--- config.mk ---
export PLATFORM = sky130hd
export DESIGN_NAME = instruction_sequencer
export DESIGN_NICKNAME = d
export VERILOG_FILES = /design/src/rtl/instruction_sequencer.sv
export SDC_FILE = /design/constraint.sdc
export NUM_CORES = 1
export LEC_CHECK = 0
export CAP_MARGIN = 20
export CELL_PAD_IN_SITES_DETAIL_PLACEMENT = 1
export CELL_PAD_IN_SITES_GLOBAL_PLACEMENT = 1
export CORE_ASPECT_RATIO = 0.9
export CORE_MARGIN = 2
export CORE_UTILIZATION = 38
export CTS_CLUSTER_SIZE = 40
export DETAILED_ROUTE_END_ITERATION = 8
export GPL_TIMING_DRIVEN = 0
export PLACE_DENSITY = 0.82
export SYNTH_ARGS = -nofsm -noshare
export SYNTH_HDL_FRONTEND = slang
export SYNTH_SLANG_ARGS = --single-unit
--- constraint.sdc ---
create_clock -name clk -period 2.18 [get_ports clk]
set_input_delay 0.327 -clock clk [delete_from_list [all_inputs] [get_ports clk]]
set_output_delay 0.327 -clock clk [all_outputs]
set_load 0.1 [all_outputs]
--- src/rtl/instruction_sequencer.sv ---
// instruction_sequencer
//   Multi-cycle control sequencer for a small RISC-V style datapath. Accepts one
//   instruction at a time from fetch, walks it through DECODE / EXEC / MEM / WB,
//   drives the datapath strobes and counts retired instructions.
//
// Parameters
//   MEM_TIMEOUT   maximum consecutive MEM cycles without mem_ready before mem_fault
//
// Ports
//   clk, rst_n                 clock, asynchronous active-low reset
//   instr_valid / instr_ready  fetch handshake (ready only in FETCH)
//   opcode, branch, reg_write,
//   mem_read, mem_write,
//   mem_to_reg                 instruction fields, latched on acceptance
//   branch_taken               ALU branch outcome, sampled in EXEC
//   mem_ready                  data memory access complete
//   alu_en .. illegal          datapath strobes and status pulses
//   state                      current FSM state encoding
//   retired                    retired-instruction count (wraps)
//
// state  | meaning
// -------+-------------------------------------------------------------
// FETCH  | waiting for instr_valid; instr_ready high
// DECODE | opcode legality check on latched fields
// EXEC   | ALU cycle; branches/jumps and pure-PC instructions retire here
// MEM    | data access held until mem_ready or timeout
// WB     | register-file write, PC update, retire
// 5..7   | unused encodings, recover to FETCH

module instruction_sequencer #(
  parameter int MEM_TIMEOUT = 16
) (
  input  logic        clk,
  input  logic        rst_n,
  input  logic        instr_valid,
  output logic        instr_ready,
  input  logic [6:0]  opcode,
  input  logic        branch,
  input  logic        reg_write,
  input  logic        mem_read,
  input  logic        mem_write,
  input  logic        mem_to_reg,
  input  logic        branch_taken,
  input  logic        mem_ready,
  output logic        alu_en,
  output logic        mem_req,
  output logic        mem_we,
  output logic        rf_we,
  output logic        wb_sel,
  output logic        pc_write,
  output logic        pc_src,
  output logic        flush,
  output logic        mem_fault,
  output logic        illegal,
  output logic [2:0]  state,
  output logic [31:0] retired
);

  localparam int WCW = $clog2(MEM_TIMEOUT + 1);

  typedef enum logic [2:0] {
    FETCH  = 3'd0,
    DECODE = 3'd1,
    EXEC   = 3'd2,
    MEM    = 3'd3,
    WB     = 3'd4
  } state_t;

  state_t         state_q, state_d;
  logic [6:0]     op_q;
  logic           br_q, rw_q, mr_q, mw_q, m2r_q;
  logic [WCW-1:0] wait_q;
  logic           wait_tc;
  logic           retire;

  function automatic logic opcode_legal(input logic [6:0] op);
    case (op)
      7'b0110011, 7'b0010011, 7'b0000011, 7'b0100011,
      7'b1100011, 7'b1100111, 7'b1101111: opcode_legal = 1'b1;
      default:                            opcode_legal = 1'b0;
    endcase
  endfunction

  // Last allowed MEM cycle: wait_q is 0 on the first MEM cycle.
  assign wait_tc     = (wait_q == WCW'(MEM_TIMEOUT - 1));
  assign instr_ready = (state_q == FETCH);
  assign state       = state_q;

  always_ff @(posedge clk or negedge rst_n) begin
    if (!rst_n) state_q <= FETCH;
    else        state_q <= state_d;
  end

  always_ff @(posedge clk or negedge rst_n) begin
    if (!rst_n) begin
      op_q  <= '0;
      br_q  <= 1'b0;
      rw_q  <= 1'b0;
      mr_q  <= 1'b0;
      mw_q  <= 1'b0;
      m2r_q <= 1'b0;
    end else if (state_q == FETCH && instr_valid) begin
      op_q  <= opcode;
      br_q  <= branch;
      rw_q  <= reg_write;
      mr_q  <= mem_read;
      mw_q  <= mem_write;
      m2r_q <= mem_to_reg;
    end
  end

  // Counts MEM cycles; any non-MEM cycle clears it, so it is zero on MEM entry.
  always_ff @(posedge clk or negedge rst_n) begin
    if (!rst_n)                 wait_q <= '0;
    else if (state_q == MEM)    wait_q <= wait_q + WCW'(1);
    else                        wait_q <= '0;
  end

  always_ff @(posedge clk or negedge rst_n) begin
    if (!rst_n)      retired <= '0;
    else if (retire) retired <= retired + 32'd1;
  end

  always_comb begin
    state_d   = state_q;
    alu_en    = 1'b0;
    mem_req   = 1'b0;
    mem_we    = 1'b0;
    rf_we     = 1'b0;
    wb_sel    = 1'b0;
    pc_write  = 1'b0;
    pc_src    = 1'b0;
    flush     = 1'b0;
    mem_fault = 1'b0;
    illegal   = 1'b0;
    retire    = 1'b0;

    case (state_q)
      FETCH: begin
        if (instr_valid) state_d = DECODE;
      end

      DECODE: begin
        if (opcode_legal(op_q)) begin
          state_d = EXEC;
        end else begin
          illegal = 1'b1;
          state_d = FETCH;
        end
      end

      EXEC: begin
        alu_en = 1'b1;
        if (br_q) begin
          pc_write = 1'b1;
          pc_src   = branch_taken;
          flush    = branch_taken;
          retire   = 1'b1;
          state_d  = FETCH;
        end else if (mr_q || mw_q) begin
          state_d = MEM;
        end else if (rw_q) begin
          state_d = WB;
        end else begin
          pc_write = 1'b1;
          retire   = 1'b1;
          state_d  = FETCH;
        end
      end

      MEM: begin
        mem_req = 1'b1;
        // Read wins when both access bits are latched.
        mem_we  = mw_q & ~mr_q;
        if (mem_ready) begin
          if (mr_q) begin
            state_d = WB;
          end else begin
            pc_write = 1'b1;
            retire   = 1'b1;
            state_d  = FETCH;
          end
        end else if (wait_tc) begin
          mem_fault = 1'b1;
          state_d   = FETCH;
        end
      end

      WB: begin
        rf_we    = 1'b1;
        pc_write = 1'b1;
        wb_sel   = m2r_q;
        retire   = 1'b1;
        state_d  = FETCH;
      end

      default: state_d = FETCH;
    endcase
  end

endmodule

; ---- After elaboration in Yosys (flattened, before gate mapping)
; Cells that the tools add are included.
; Widths: inputs -> output; s select.
[op_classes]
addsub = 2
n_eq_ne = 14
mux = 30
bitwise_logic = 2
n_reduce_logical = 5
[op_table]
columns = operator, n
row1 = $add 32x1->32 const B, 1
row2 = $eq 7x7->1 const B, 3
row3 = $mux 3, 7
row4 = $mux 1, 19
row5 = $eq 7x6->1 const B, 2
row6 = $pmux 3 s4, 1
row7 = $eq 7x2->1 const B, 1
row8 = $eq 7x5->1 const B, 1
row9 = $reduce_or 7->1, 1
row10 = $eq 3x2->1 const B, 2
row11 = $add 5x1->5 const B, 1
row12 = $eq 5x4->1 const B, 1
row13 = $mux 5, 1
row14 = $eq 3x1->1 const B, 1
row15 = $eq 3x3->1 const B, 1
row16 = $logic_not 3->1, 1
row17 = $ne 3x3->1 const B, 1
row18 = $pmux 1 s3, 1
row19 = $mux 2, 1
row20 = $ne 2x2->1 const B, 1
row21 = $reduce_and 2->1, 1
row22 = $and 1x1->1, 1
row23 = $logic_and 1x1->1, 1
row24 = $logic_or 1x1->1, 1
row25 = $not 1->1, 1
[totals]
register_bits = 52
input_bits = 17

; ---- Depth between registers and ports, before layout
; Gate-level depths: netlist of run 1.
[logic_depth]
depth_word = 6
ltp_mapped = 7
depth_no_buf = 6

; ---- Least setup slack after synthesis of run 1
; Ideal clock, no wire load.
[synth_path]
path_kind = register to register
start = register state_q[2], in the netlist state[2]
end = register retired[1]
t_arrival_ps = 4757
t_required_ps = 2052
slack_ps = -2705
stages_incl_launch_ff = 5
path_cell_list = dfrtp_1 -> nor3b_1 -> a31oi_2 -> nand2_2 -> mux2_1
[synth_via]
elab_chain_cells = 2
[synth_rtl]
columns = element, line
row1 = from (decl), 69  ; state_t state_q, state_d;
row2 = from (signal assigned), 91  ; else state_q <= state_d;
row3 = $eq 3x3->1 / $eq 3x2->1 (equally long branches), -
row4 = $pmux 1 s3 (*), -
row5 = named net pc_write, 50  ; output logic pc_write,
row6 = to (signal assigned), 121  ; else if (retire) retired <= retired + 32'd1;
row7 = to (decl), 56  ; output logic [31:0] retired
; Mark *: on every way through the listed nets, which the timed path passes. The rest lies on a longest branch.
; A chain may end at the register's enable or synchronous reset.

; ---- Worst setup path in the final report of run 1
[layout_path]
start = register state_q[2], in the netlist state[2]
end = register retired[26]
[layout_via]
elab_chain_cells = 2
[layout_rtl]
columns = element, line
row1 = $eq 3x3->1 / $eq 3x2->1 (equally long branches), 138  ; case (state_q)
row2 = $pmux 1 s3 (*), 138
; Every way passes the cells marked *; elsewhere a longest branch is shown, timed or not.

==> results.cfg, run 1 <==
[global_routing]
antenna_found_initial = 0
grt_pass1_wl_um = 10500
grt_overflow = 0
grt_max_degree = 38
grtUsageTotal_pct = 19.5
grt_pass1_vias = 2158

[final_layout]
fin_area_mm2 = 0.00351
drive_gt1_share_pct = 21.2
fillers = 667
final-seq-area_mm2 = 0.00131
antenna_cells = 0
fin_nets = 312
syn_to_final_growth_pct = 44.3
finish.utilization_pct = 57.0
multiInputGateArea_mm2 = 0.00121

[die]
start_util_pct = 39.5
fp-row-count = 27
die_area_mm2 = 0.00705
io_pins = 63
core-area_mm2 = 0.00615
die_w_um = 88.3
die_y_um = 79.9

[route]
drt_iter0_drc = 84
final_antenna_net_count = 0
wl_per_cell_um = 16.5
num_vias = 1923
dr.pass1.iters = 4
viasPerCell = 5.06
route.detailed.drc = 0
routed_wl_um = 6280

[logic_synthesis]
ys_top_cells_by_area = dfrtp_1 54%, xnor2_1 7.6%, mux2_1 4.6%
synthesis.area_mm2 = 0.00243
yosys_warnings = 0
synth-seq-area-share_pct = 53.6
synth.avg_cell_area_um2 = 11.4
syn-num-nets = 233
synth_edf_count = 0
async_flop_share_pct = 100
yosys.area.top_type = dfrtp_1
syn_inst = 213
synth_seq_cells = 52
yosysUniqueCellTypes = 44
synthFlopType = dfrtp_1
synth_top_area_share_pct = 53.6

[setup_path]
crit_path_end_kind = flop
r2r-start = state[2]
r2r_setup_slack_ns = 0.05
arrival_ns = 2.33
cp_max_fo = 5
r2r_cells = 8
crit_type = reg2reg
critPathRequiredTime_ns = 2.38
rr_endpoint = retired[26]
start_kind = flop

[place]
dpl_cell_area_mm2 = 0.00334
dp_hpwl_um = 4430
globalplace.congestion = 0.768
portBuffers = 62

[timing]
finalCritPeriodShare_pct = 97.7
final_hold_viol_count = 0
setup_viol = 0
whs_ns = 0.459
slew_headroom_pct = 34.1
slew_viol_final = 0
fin_crit_ns = 2.13
worst_pin_slew_ns = 0.992
rsz0062_at_grt = yes
fin_worst_skew_ns = 0.00470
max_freq_mhz = 470
final.setup.tns_ns = 0

[clock_tree]
cts.sinks = 52
root_buffer = clkbuf_8
cts_made_buffers = 5
cts_max_level = 2
clkTransAtPathRegs_ns = 0.09
cts_tree = built
clockBufferDepth = 2
worst_skew_pair.late_latency_ns = 0.31

[pwr]
cellLeakagePower_nw = 1.63
ir_drop_mv = 0.759
power-per-cell-area_mw_per_mm2 = 943
total_power_mw = 3.31

[flow_run]
cap_violations = 0

[worst_hold_path]
holdCritPathClass = in2async

[run_status]
status = finished, final reports clean
-- how the worst max path moves through the flow --
stage | cells past startpoint | endpoint | slack [ns] | from
2_1_floorplan | 5 | retired[26] | -0.63 | state[1]
3_3_place_gp | 1 | state[2] | -1.13 | rst_n
3_5_place_dp | 5 | pc_write | -0.79 | state[2]
4_1_cts | 6 | pc_write | -0.02 | state[0]
5_1_grt | 8 | retired[26] | -0.05 | state[2]
6_report | 8 | retired[26] | 0.05 | state[2]
-- repair_timing --
item / in CTS / in global routing
hold buffers: 1 / 0
pin swaps: 4 / 6
setup buffers: 2 / 7
gates resized for setup: 89 / 9
hold endpoints to repair: 15 / 0
endpoints found under the setup margin: 59 / 19
-- cell families (layout without fill, tap and decap cells) --
| kind of cell | count (synthesis) | count (layout) | share of synthesized area (%) |
|---|---|---|---|
| muxes | 11 | 11 | 5.05 |
| AOI/OAI and AO/OA | 16 | 16 | 6.02 |
| DFF | 52 | 52 | 53.6 |
| adders and majority gates | 3 | 3 | 1.54 |
| buffers and inverters | 12 | 92 | 2.06 |
| and+or+nand+nor | 86 | 86 | 19.9 |
| xor gates and xnor gates | 33 | 33 | 11.9 |
-- state kept, by name, summed over array words and instances (netlist names) --
name,count
wait_q,5
mw_q,1
m2r_q,1
retired,32
br_q,1
mr_q,1
op_q,7
rw_q,1
state,3
-- power by group --
part           internal (mW)  switching (mW)
logic                  0.439           0.916
clock network          0.341           0.314
registers               1.13           0.165
total                   1.91            1.39
-- area by class of cell --
type / count / area share, %
clock buffer: 6 / 2.07
multi-input combinational: 149 / 34.4
inverter: 8 / 0.999
clock inverter: 2 / 0.999
buffer: 3 / 1.28
timing repair buffer: 73 / 19.7
sequential: 52 / 37.4
tap: 87 / 3.10
-- cells in the mapped netlist, types with 2 or more instances --
master	n
nand3_1	13
a21oi_1	2
nand2b_1	2
dfrtp_1	52
nor2_1	13
xnor2_1	21
nand4_1	8
and2_1	5
o21ai_1	5
nor3b_1	2
mux2_1	10
inv_1	7
nor3_1	3
and3_1	10
ha_1	3
clkbuf_1	2
nand2_1	17
xor2_1	12
-- placed cells by master (no fill, tap or decap), types with 4 or more instances in the layout --
cell / instances
and2_1: 4
and3_1: 8
buf_12: 4
buf_4: 12
clkbuf_8: 6
clkdlybuf4s50_1: 15
dfrtp_1: 49
dlygate4sd2_1: 32
inv_1: 7
mux2_4: 8
nand2_1: 17
nand3_1: 13
nand4_1: 8
nor2_1: 13
o21ai_1: 5
xnor2_1: 21
xor2_1: 12
-- critical path, stage by stage (launching register included) --
cell	delay (ns)
dfrtp_4	0.51
nand3b_1	0.18
buf_6	0.14
inv_6	0.06
a31oi_4	0.13
buf_12	0.17
a2111oi_4	0.49
nand4_1	0.17
xnor2_1	0.16
-- per-layer routing --
| metal | track usage (%) | routed length [um] | up-vias |
|---|---|---|---|
| met5 | 0 | 0 | - |
| met4 | 5.45 | 67 | 0 |
| met3 | 4.14 | 193 | 8 |
| met2 | 31.7 | 3100 | 36 |
| met1 | 26.3 | 2910 | 981 |
| li1 | - | - | 898 |
-- stage by stage --
stage / setup slack [ns] / cells
final: 0.0507 / 380
after global routing: -0.0504 / 380
after CTS: -0.0192 / 374
after detailed placement: -0.790 / 363
after global placement: -1.13 / 362
after floorplan: -0.625 / 213
(Power assumes the default switching activity.)
==> run 2, diff against run 1 <==
Settings changed: PLACE_DENSITY 0.82 to not set, PLACE_DENSITY_LB_ADDON set to 0.1, TNS_END_PERCENT set to 10.
==> results.cfg, run 2 (same netlist as run 1, synthesis figures left out) <==
[global_routing]
grtUsageTotal_pct = 18.1
grt_overflow = 0
antenna_found_initial = 0
grt_max_degree = 35
grt_pass1_wl_um = 9890
grt_pass1_vias = 1973

[final_layout]
top_regs = retired x32, op_q x7, wait_q x5
drive_gt1_share_pct = 17.0
largest_register_ffs = 32
layout_common_cells = 49 x dfrtp_1, 32 x dlygate4sd2_1, 21 x xnor2_1, 17 x nand2_1, 15 x clkdlybuf4s50_1
fin_nets = 308
finish.utilization_pct = 54.8
antenna_cells = 0
top_register = retired
layout_commonest_cell = dfrtp_1
syn_to_final_growth_pct = 38.7

[setup_path]
max_stage_delay_ns = 0.54
arrival_ns = 1.89
path_cells = nand3b_1 -> inv_2 -> a31oi_4 -> nand2_4 -> buf_6
cp_max_fo = 9
crit_path_end_kind = output port
start_kind = flop
critPathRequiredTime_ns = 1.85
slowest_stage = dfrtp_4
crit_type = reg2out
r2r_setup_slack_ns = 0.02

[clock_tree]
cts_tree = built
worst_skew_pair.late_latency_ns = 0.30
root_buffer = clkbuf_8
clkTransAtPathRegs_ns = 0.09
cts.sinks = 52
clockBufferDepth = 2
cts_max_level = 2
cts_made_buffers = 5

[place]
dp_hpwl_um = 4270
globalplace.congestion = 0.749
portBuffers = 62

[timing]
final_hold_viol_count = 0
fin_worst_skew_ns = 0.00894
setup_viol = 1
timing.final.ws_setup_ns = -0.0320
slew_headroom_pct = 33.8
rsz0062_at_grt = yes
slew_viol_final = 0
final.setup.tns_ns = -0.0320
worst_pin_slew_ns = 0.996
finalCritPeriodShare_pct = 101
max_freq_mhz = 452
fin_crit_ns = 2.21

[route]
num_vias = 1881
final_antenna_net_count = 0
routed_wl_um = 5820
route.detailed.drc = 0
wl_per_cell_um = 15.5
dr.pass1.iters = 4
drt_iter0_drc = 65
viasPerCell = 5.00

[pwr]
power-per-cell-area_mw_per_mm2 = 925
ir_drop_mv = 0.836
cellLeakagePower_nw = 1.55

[run_status]
violations = setup timing
status = complete, but fails checks

[worst_hold_path]
holdCritPathClass = reg2reg

[die]
start_util_pct = 39.5
die_area_mm2 = 0.00705
fp-row-count = 27
die_y_um = 79.9
io_pins = 63
core-area_mm2 = 0.00615
die_w_um = 88.3

[flow_run]
cap_violations = 0
==> run 2: changes by cell type in the layout (fill, tap and decap cells not counted), sizes merged <==
cell | previous run | this run
clkdlybuf4s15 | 3 | 2
clkbuf | 8 | 7
clkdlybuf4s18 | 0 | 1
buf | 20 | 17
==> run 2: repair_timing <==
action                     CTS  global route
hold buffers                 1             0
pin swaps                    3             5
setup endpoints to repair   56            18
buffers inserted             2             3
hold endpoints to repair    18             0
gates resized for setup     86             9
==> run 2: final timing paths <==
| check | cells after the start | end | startpoint |
|---|---|---|---|
| worst max register to register | 7 | retired[25] | state[2] |
| worst max-delay path | 5 | pc_write | state[0] |
| worst min register to register | 1 | wait_q[0] | wait_q[0] |
| max in group asynchronous | 3 | state[2] | rst_n |
| min in group asynchronous | 2 | op_q[4] | rst_n |
| worst min-delay path | 1 | wait_q[0] | wait_q[0] |
==> run 2: worst max-delay path: cells and delay by family (launching register included) <==
| family | cells | cell delay, ns |
|---|---|---|
| simple gates | 2 | 0.37 |
| buf+inv | 2 | 0.33 |
| compound gates | 1 | 0.33 |
| flops | 1 | 0.54 |
==> run 2: metrics by stage <==
stage | area [um^2] | instances | setup WS [ns] | hold slack [ns] | total power [mW]
final | 3370 | 376 | -0.0320 | 0.465 | 3.12
after global routing | 3370 | 376 | -0.154 | 0.480 | 3.28
after CTS | 3350 | 374 | -0.0695 | 0.466 | 3.16
after detailed placement | 3270 | 363 | -0.710 | 0.302 | 2.52
after global placement | 3250 | 362 | -1.25 | 0.454 | 2.49
after floorplan | 2520 | 213 | -0.628 | 0.0314 | 2.19
==> run 2: power breakdown <==
group	internal [mW]	total [mW]	leakage, nW	switching [mW]
registers	1.13	1.28	0.657	0.151
logic	0.323	1.18	0.833	0.862
clock network	0.341	0.654	0.0552	0.312
total	1.79	3.12	1.55	1.32
==> run 2: area by class of cell <==
class                           instances  area (um^2)
Timing Repair Buffer                   69          632
Inverter                                8         30.0
Tap cell                               87          109
Clock inverter                          2         35.0
Multi-Input combinational cell        149         1160
Buffer                                  3         23.8
Clock buffer                            6         72.6
Fill cell                             676         2780
Sequential cell                        52         1310
==> run 2: metal layers <==
layer	vias to the layer above	share of wire, %	track usage (%)
met5	-	0	0
met4	0	0.58	3.18
met3	6	3.7	3.93
met2	32	50	30.0
met1	952	46	24.6
li1	891	-	-
==> run 3, diff against run 2 <==
Settings changed: GPL_ROUTABILITY_DRIVEN set to 0, SLEW_MARGIN set to 10.
==> results of run 3 <==
The final DEF is identical to that of run 2; final timing and power are the same.
